### src/rtl/sw_debounce.sv
// Switch input peripheral: two-flop synchroniser, tick-sampled debounce history,
// sticky edge flags with W1C clear, and a maskable registered interrupt.
module sw_debounce #(
  parameter int TICK_DIV = 20000,
  parameter int HIST     = 3,
  parameter int ADDR_W   = 32,
  parameter int DATA_W   = 32
) (
  input  logic              clk,
  input  logic              rst_n,
  input  logic              en_i,
  input  logic              r_en_i,
  input  logic [ADDR_W-1:0] addr_i,
  input  logic              w_en_i,
  input  logic [DATA_W-1:0] w_data_i,
  input  logic [15:0]       pin_sw_i,
  output logic [DATA_W-1:0] r_data_o,
  output logic              irq_o
);

  localparam int NPIN  = 16;
  localparam int CNT_W = (TICK_DIV > 2) ? $clog2(TICK_DIV) : 1;
  localparam logic [CNT_W-1:0] CNT_MAX = CNT_W'(TICK_DIV - 1);

  logic [CNT_W-1:0]  cnt_p0;
  logic              vld_p1;
  logic [NPIN-1:0]   sync_p0, sync_p1;
  logic [HIST-1:0]   hist_p2   [NPIN];
  logic [HIST-1:0]   hist_nxt  [NPIN];
  logic [NPIN-1:0]   state_p2, state_nxt, rise, fall;
  logic [2*NPIN-1:0] edge_p3, edge_nxt, irq_en_p3, irq_en_nxt, w1c_mask;
  logic              irq_p4;
  logic              rd_act, wr_act, wr_edge, wr_ien;
  logic [1:0]        sel;
  logic              unused_bits;

  // Only a full run of equal samples moves the state; anything mixed holds it.
  function automatic logic deb_next(input logic [HIST-1:0] h, input logic cur);
    if (&h)
      return 1'b1;
    else if (~|h)
      return 1'b0;
    return cur;
  endfunction

  // stage 0: prescaler; vld_p1 marks the sample tick
  assign vld_p1 = (cnt_p0 == CNT_MAX);

  // stage 2: history shift and debounced state using the incoming sample
  always_comb begin
    for (int i = 0; i < NPIN; i++) begin
      hist_nxt[i]  = {hist_p2[i][HIST-2:0], sync_p1[i]};
      state_nxt[i] = vld_p1 ? deb_next(hist_nxt[i], state_p2[i]) : state_p2[i];
    end
    rise = state_nxt & ~state_p2;
    fall = ~state_nxt & state_p2;
  end

  // stage 3: bus decode, sticky flags (set beats same-cycle clear) and mask
  assign rd_act      = en_i & r_en_i;
  assign wr_act      = en_i & w_en_i;
  assign sel         = addr_i[3:2];
  assign wr_edge     = wr_act && (sel == 2'd1);
  assign wr_ien      = wr_act && (sel == 2'd2);
  assign w1c_mask    = wr_edge ? w_data_i[2*NPIN-1:0] : '0;
  assign edge_nxt    = (edge_p3 & ~w1c_mask) | {fall, rise};
  assign irq_en_nxt  = wr_ien ? w_data_i[2*NPIN-1:0] : irq_en_p3;
  assign unused_bits = ^{addr_i[ADDR_W-1:4], addr_i[1:0]};

  always_comb begin
    r_data_o = '0;
    if (rd_act) begin
      case (sel)
        2'd0:    r_data_o = DATA_W'({16'h0000, state_p2});
        2'd1:    r_data_o = DATA_W'(edge_p3);
        2'd2:    r_data_o = DATA_W'(irq_en_p3);
        default: r_data_o = DATA_W'({16'h0000, sync_p1});
      endcase
    end
  end

  always_ff @(posedge clk or negedge rst_n) begin
    if (!rst_n) begin
      cnt_p0    <= '0;
      sync_p0   <= '0;
      sync_p1   <= '0;
      for (int i = 0; i < NPIN; i++) hist_p2[i] <= '0;
      state_p2  <= '0;
      edge_p3   <= '0;
      irq_en_p3 <= '0;
      irq_p4    <= 1'b0;
    end else begin
      cnt_p0    <= vld_p1 ? '0 : cnt_p0 + CNT_W'(1);
      sync_p0   <= pin_sw_i;
      sync_p1   <= sync_p0;
      if (vld_p1)
        for (int i = 0; i < NPIN; i++) hist_p2[i] <= hist_nxt[i];
      state_p2  <= state_nxt;
      edge_p3   <= edge_nxt;
      irq_en_p3 <= irq_en_nxt;
      // stage 4: interrupt follows the registered flags one clock later
      irq_p4    <= |(edge_p3 & irq_en_p3);
    end
  end

  assign irq_o = irq_p4;

endmodule

### config.mk
export PLATFORM = sky130hd
export DESIGN_NAME = sw_debounce
export DESIGN_NICKNAME = d
export VERILOG_FILES = /design/src/rtl/sw_debounce.sv
export SDC_FILE = /design/constraint.sdc
export NUM_CORES = 1
export LEC_CHECK = 0
export CORE_MARGIN = 2
export CORE_UTILIZATION = 40
export DETAILED_ROUTE_END_ITERATION = 8
export PLACE_DENSITY = 0.63
export SLEW_MARGIN = 30
export SYNTH_ARGS = -nofsm -noshare
export SYNTH_HDL_FRONTEND = slang
export SYNTH_SLANG_ARGS = --single-unit
### constraint.sdc
create_clock -name clk -period 3.2 [get_ports clk]
set_clock_uncertainty 0.15 [all_clocks]
set_input_delay 0.96 -clock clk [delete_from_list [all_inputs] [get_ports clk]]
set_output_delay 0.96 -clock clk [all_outputs]
set_load 0.01 [all_outputs]
==> summary.md <==
| Metric | Value |
|---|---|
| Routed wire length | `around 19000 µm` |
| CP max FO | `6` |
| WHS Endpoint | `sync_p1[5]$_DFF_PN0_` |
| CTS tree | `done` |
| Most frequent cells in the layout | `dfrtp_1, nand2_1, clkdlybuf4s50_1, nor2_1` |
| Pre-CTS WS | `-817 ps` |
| Antenna Nets Post-Route | `0` |
| VDD IR-drop max | `405 µV` |
| Yosys cell types | `37` |
| CP startpoint kind | `input pin` |
| Clk sinks | `160` |
| P&R area growth vs syn | `29.4%` |
| Drt pass-1 iters | `5` |
| Share of layout cells above drive strength 1 | `0.211` |
| Mapped Area | `7070 µm²` |
| Initial antenna violation count | `0` |
| Per-cell routed wire length | `19.1 µm` |
| Largest net degree at the start of global routing | `just under 70` |
| Worst Path Arrival | `2100 ps` |
| Synth top area share | `0.567` |
| Cells after Synth | `631` |
| Global-route wire length before repair | `about 29000 µm` |
| Post-DP HPWL | `12200 µm` |
| Post-Syn Nets | `just over 700` |
| Vias per inst | `between 5 and 6` |
| Sequential fraction of the synthesis area | `0.567` |
| Seq pwr share | `0.468` |
| Yosys top cell by area | `dfrtp_1` |
| Num rows | `48` |
| Flop2flop setup slack | `820 ps` |
| Max-Cap Viols | `0` |
| Initial core utilization | `0.408` |
| Final Cycle Share | `1.00` |
| H-tree lvl count | `4` |
| Fin crit period | `roughly 3200 ps` |
| Crit end category | `output pin` |
| DR vias | `5462` |
| Worst-Margin Slew | `roughly 970 ps` |
| Largest cells by area after synthesis | `dfrtp_1, nand2_1, mux4_2` |
| Die area | `18700 µm²` |
| Hold path startpoint | `sync_p0[5]$_DFF_PN0_` |
| Clock Power Share | `0.426` |
| Clock Latency Late Sink | `430 ps` |
| CTS clk-pin slew, worst paths | `60 ps` |
| Vias in the first global route | `5451` |
| R2R Path Start | `cnt_p0[0]$_DFF_PN0_` |
| Yosys reg bits | `160` |
| Leakage | `a little over 0.004 µW` |
| Io pins | `between 100 and 150` |
| Combinational Power Share | `0.106` |
| Antenna diodes | `0` |
| Placed cell area | `8310 µm²` |
| Failing checks | `setup timing` |
| CP Data Required Time | `2090 ps` |
| Commonest non-fill, non-tap cell in the layout | `dfrtp_1` |
| Clock root buffer | `clkbuf_16` |
| Hold Violations, Final | `0` |
| Crit Path Class | `input pin to output pin` |
| Final core utilization | `0.528` |
| Hold Crit Class | `flip-flop to flip-flop` |
| Syn avg cell area | `around 11 µm²` |
| Die Wd | `137 µm` |
| Sw frac | `0.233` |
| TritonCTS Buffers | `17` |
| WHS Path Cells | `0` |
| Internal power | `3760 µW` |
| Worst Slack Setup Final | `-8.08 ps` |
| GRT Residual Overflow | `0` |
| R2R depth | `6` |
| Post-route cell area | `9140 µm²` |
| RD Place Congestion | `0.810` |
| Core area | `roughly 17000 µm²` |
| Final setup violation count | `1` |
| Layout Nets | `824` |
| Synthesis Warnings | `0` |
| Max Clock Freq | `312 MHz` |
| DRC viols | `0` |
| Die Ht | `137 µm` |
| Max_slew headroom | `0.346` |
| Worst R2R End | `state_p2[9]$_DFF_PN0_` |
| P_sw | `1140 µW` |
| GRT Util Overall | `0.210` |
| Max clock buf depth | `2` |
| Power Density | `between 500 and 600 nW/µm²` |
| Run status | `complete, but fails checks` |
| DRT iter0 DRCs | `390` |
| Fin. max-slew vios | `0` |
| RSZ-0062 raised after global routing | `true` |
| Worst hold slack | `196 ps` |
| Port buffer count | `87` |
| CP startpoint | `addr_i[2]` |
cell usage after synthesis, drive strengths merged:
cell,number
nor3,17
a22o,16
o22a,3
ha,1
and4bb,1
nand4b,14
o21a,1
nor4,17
a31oi,13
clkbuf,11
dfrtp,160
nor2b,18
mux4,16
nand2,146
nand3,4
and4b,3
a21oi,3
o21ai,13
or4,1
mux2i,1
buf,22
inv,4
a22oi,32
xnor2,8
and3,3
xor2,4
a32o,3
nand4,9
nor2,40
and4,1
nor4b,13
and2,1
mux2,32
per-layer routing:
layer  global-route usage  part of all wire  up-vias
li1                     -                 -     2489
met1                0.283              0.43     2740
met2                0.331              0.47      193
met3               0.0407             0.063       40
met4               0.0956             0.031        0
met5                    0                 0        -
worst max path at each step:
stage / slack (ps) / endpoint / cells past startpoint
global placement: -840 / r_data_o[14] / 5
detailed placement: -820 / r_data_o[14] / 5
global route: -50 / r_data_o[16] / 8
finish: -8 / r_data_o[21] / 7
floorplan: 80 / r_data_o[11] / 4
CTS: 0.3 / r_data_o[0] / 5
kinds of logic after synthesis:
logic type / share of synthesized area
AOI/OAI and AO/OA: 0.0857
xor gates and xnor gates: 0.0149
adders and majority gates: 0.00177
buffers and inverters: 0.0282
DFF: 0.567
muxes: 0.103
and+or+nand+nor: 0.199
cell type report:
class                           count  area [µm²]
Sequential cell                   160        4000
Clock inverter                      8         129
Timing Repair Buffer              121        1270
Multi-Input combinational cell    434        2960
Inverter                            4        15.0
Tap cell                          225         282
Fill cell                        1478        8160
Clock buffer                       23         478
what timing repair did:
item / in CTS / in global routing
endpoints found under the hold margin: 0 / 0
hold buffers: 0 / 0
endpoints found under the setup margin: 32 / 23
gates cloned: 5 / 0
gates resized for setup: 135 / 19
setup buffers: 4 / 0
worst max-delay path: stages:
cell	delay [ps]
buf_12	120
buf_12	140
nor2b_4	140
buf_4	150
a22oi_1	270
nor2_4	70
clkdlybuf4s15_2	240
registers in the layout (all words and copies together), names as in the netlist:
signal,count
irq_o,1
hist_nxt,32
irq_en_p3,32
sync_p0,16
edge_p3,32
cnt_p0,15
sync_p1,16
state_p2,16
through the flow:
| stage | power [µW] | instances | setup TNS [ps] |
|---|---|---|---|
| final | 4900 | 975 | -8.08 |
| after global routing | 5090 | 975 | -208 |
| after CTS | 4930 | 975 | 0 |
| after detailed placement | 2810 | 935 | -24460 |
| after global placement | 2780 | 935 | -24480 |
| after floorplan | 2530 | 631 | 0 |
power by group through the flow:
stage	combinational, µW	clock [µW]	sequential [µW]
floorplan	242	0	2280
global placement	470	0	2310
detailed placement	482	0	2320
CTS	515	2130	2290
global route	563	2220	2310
finish	518	2090	2290
Note: power is estimated with default switching activity, not from simulation.
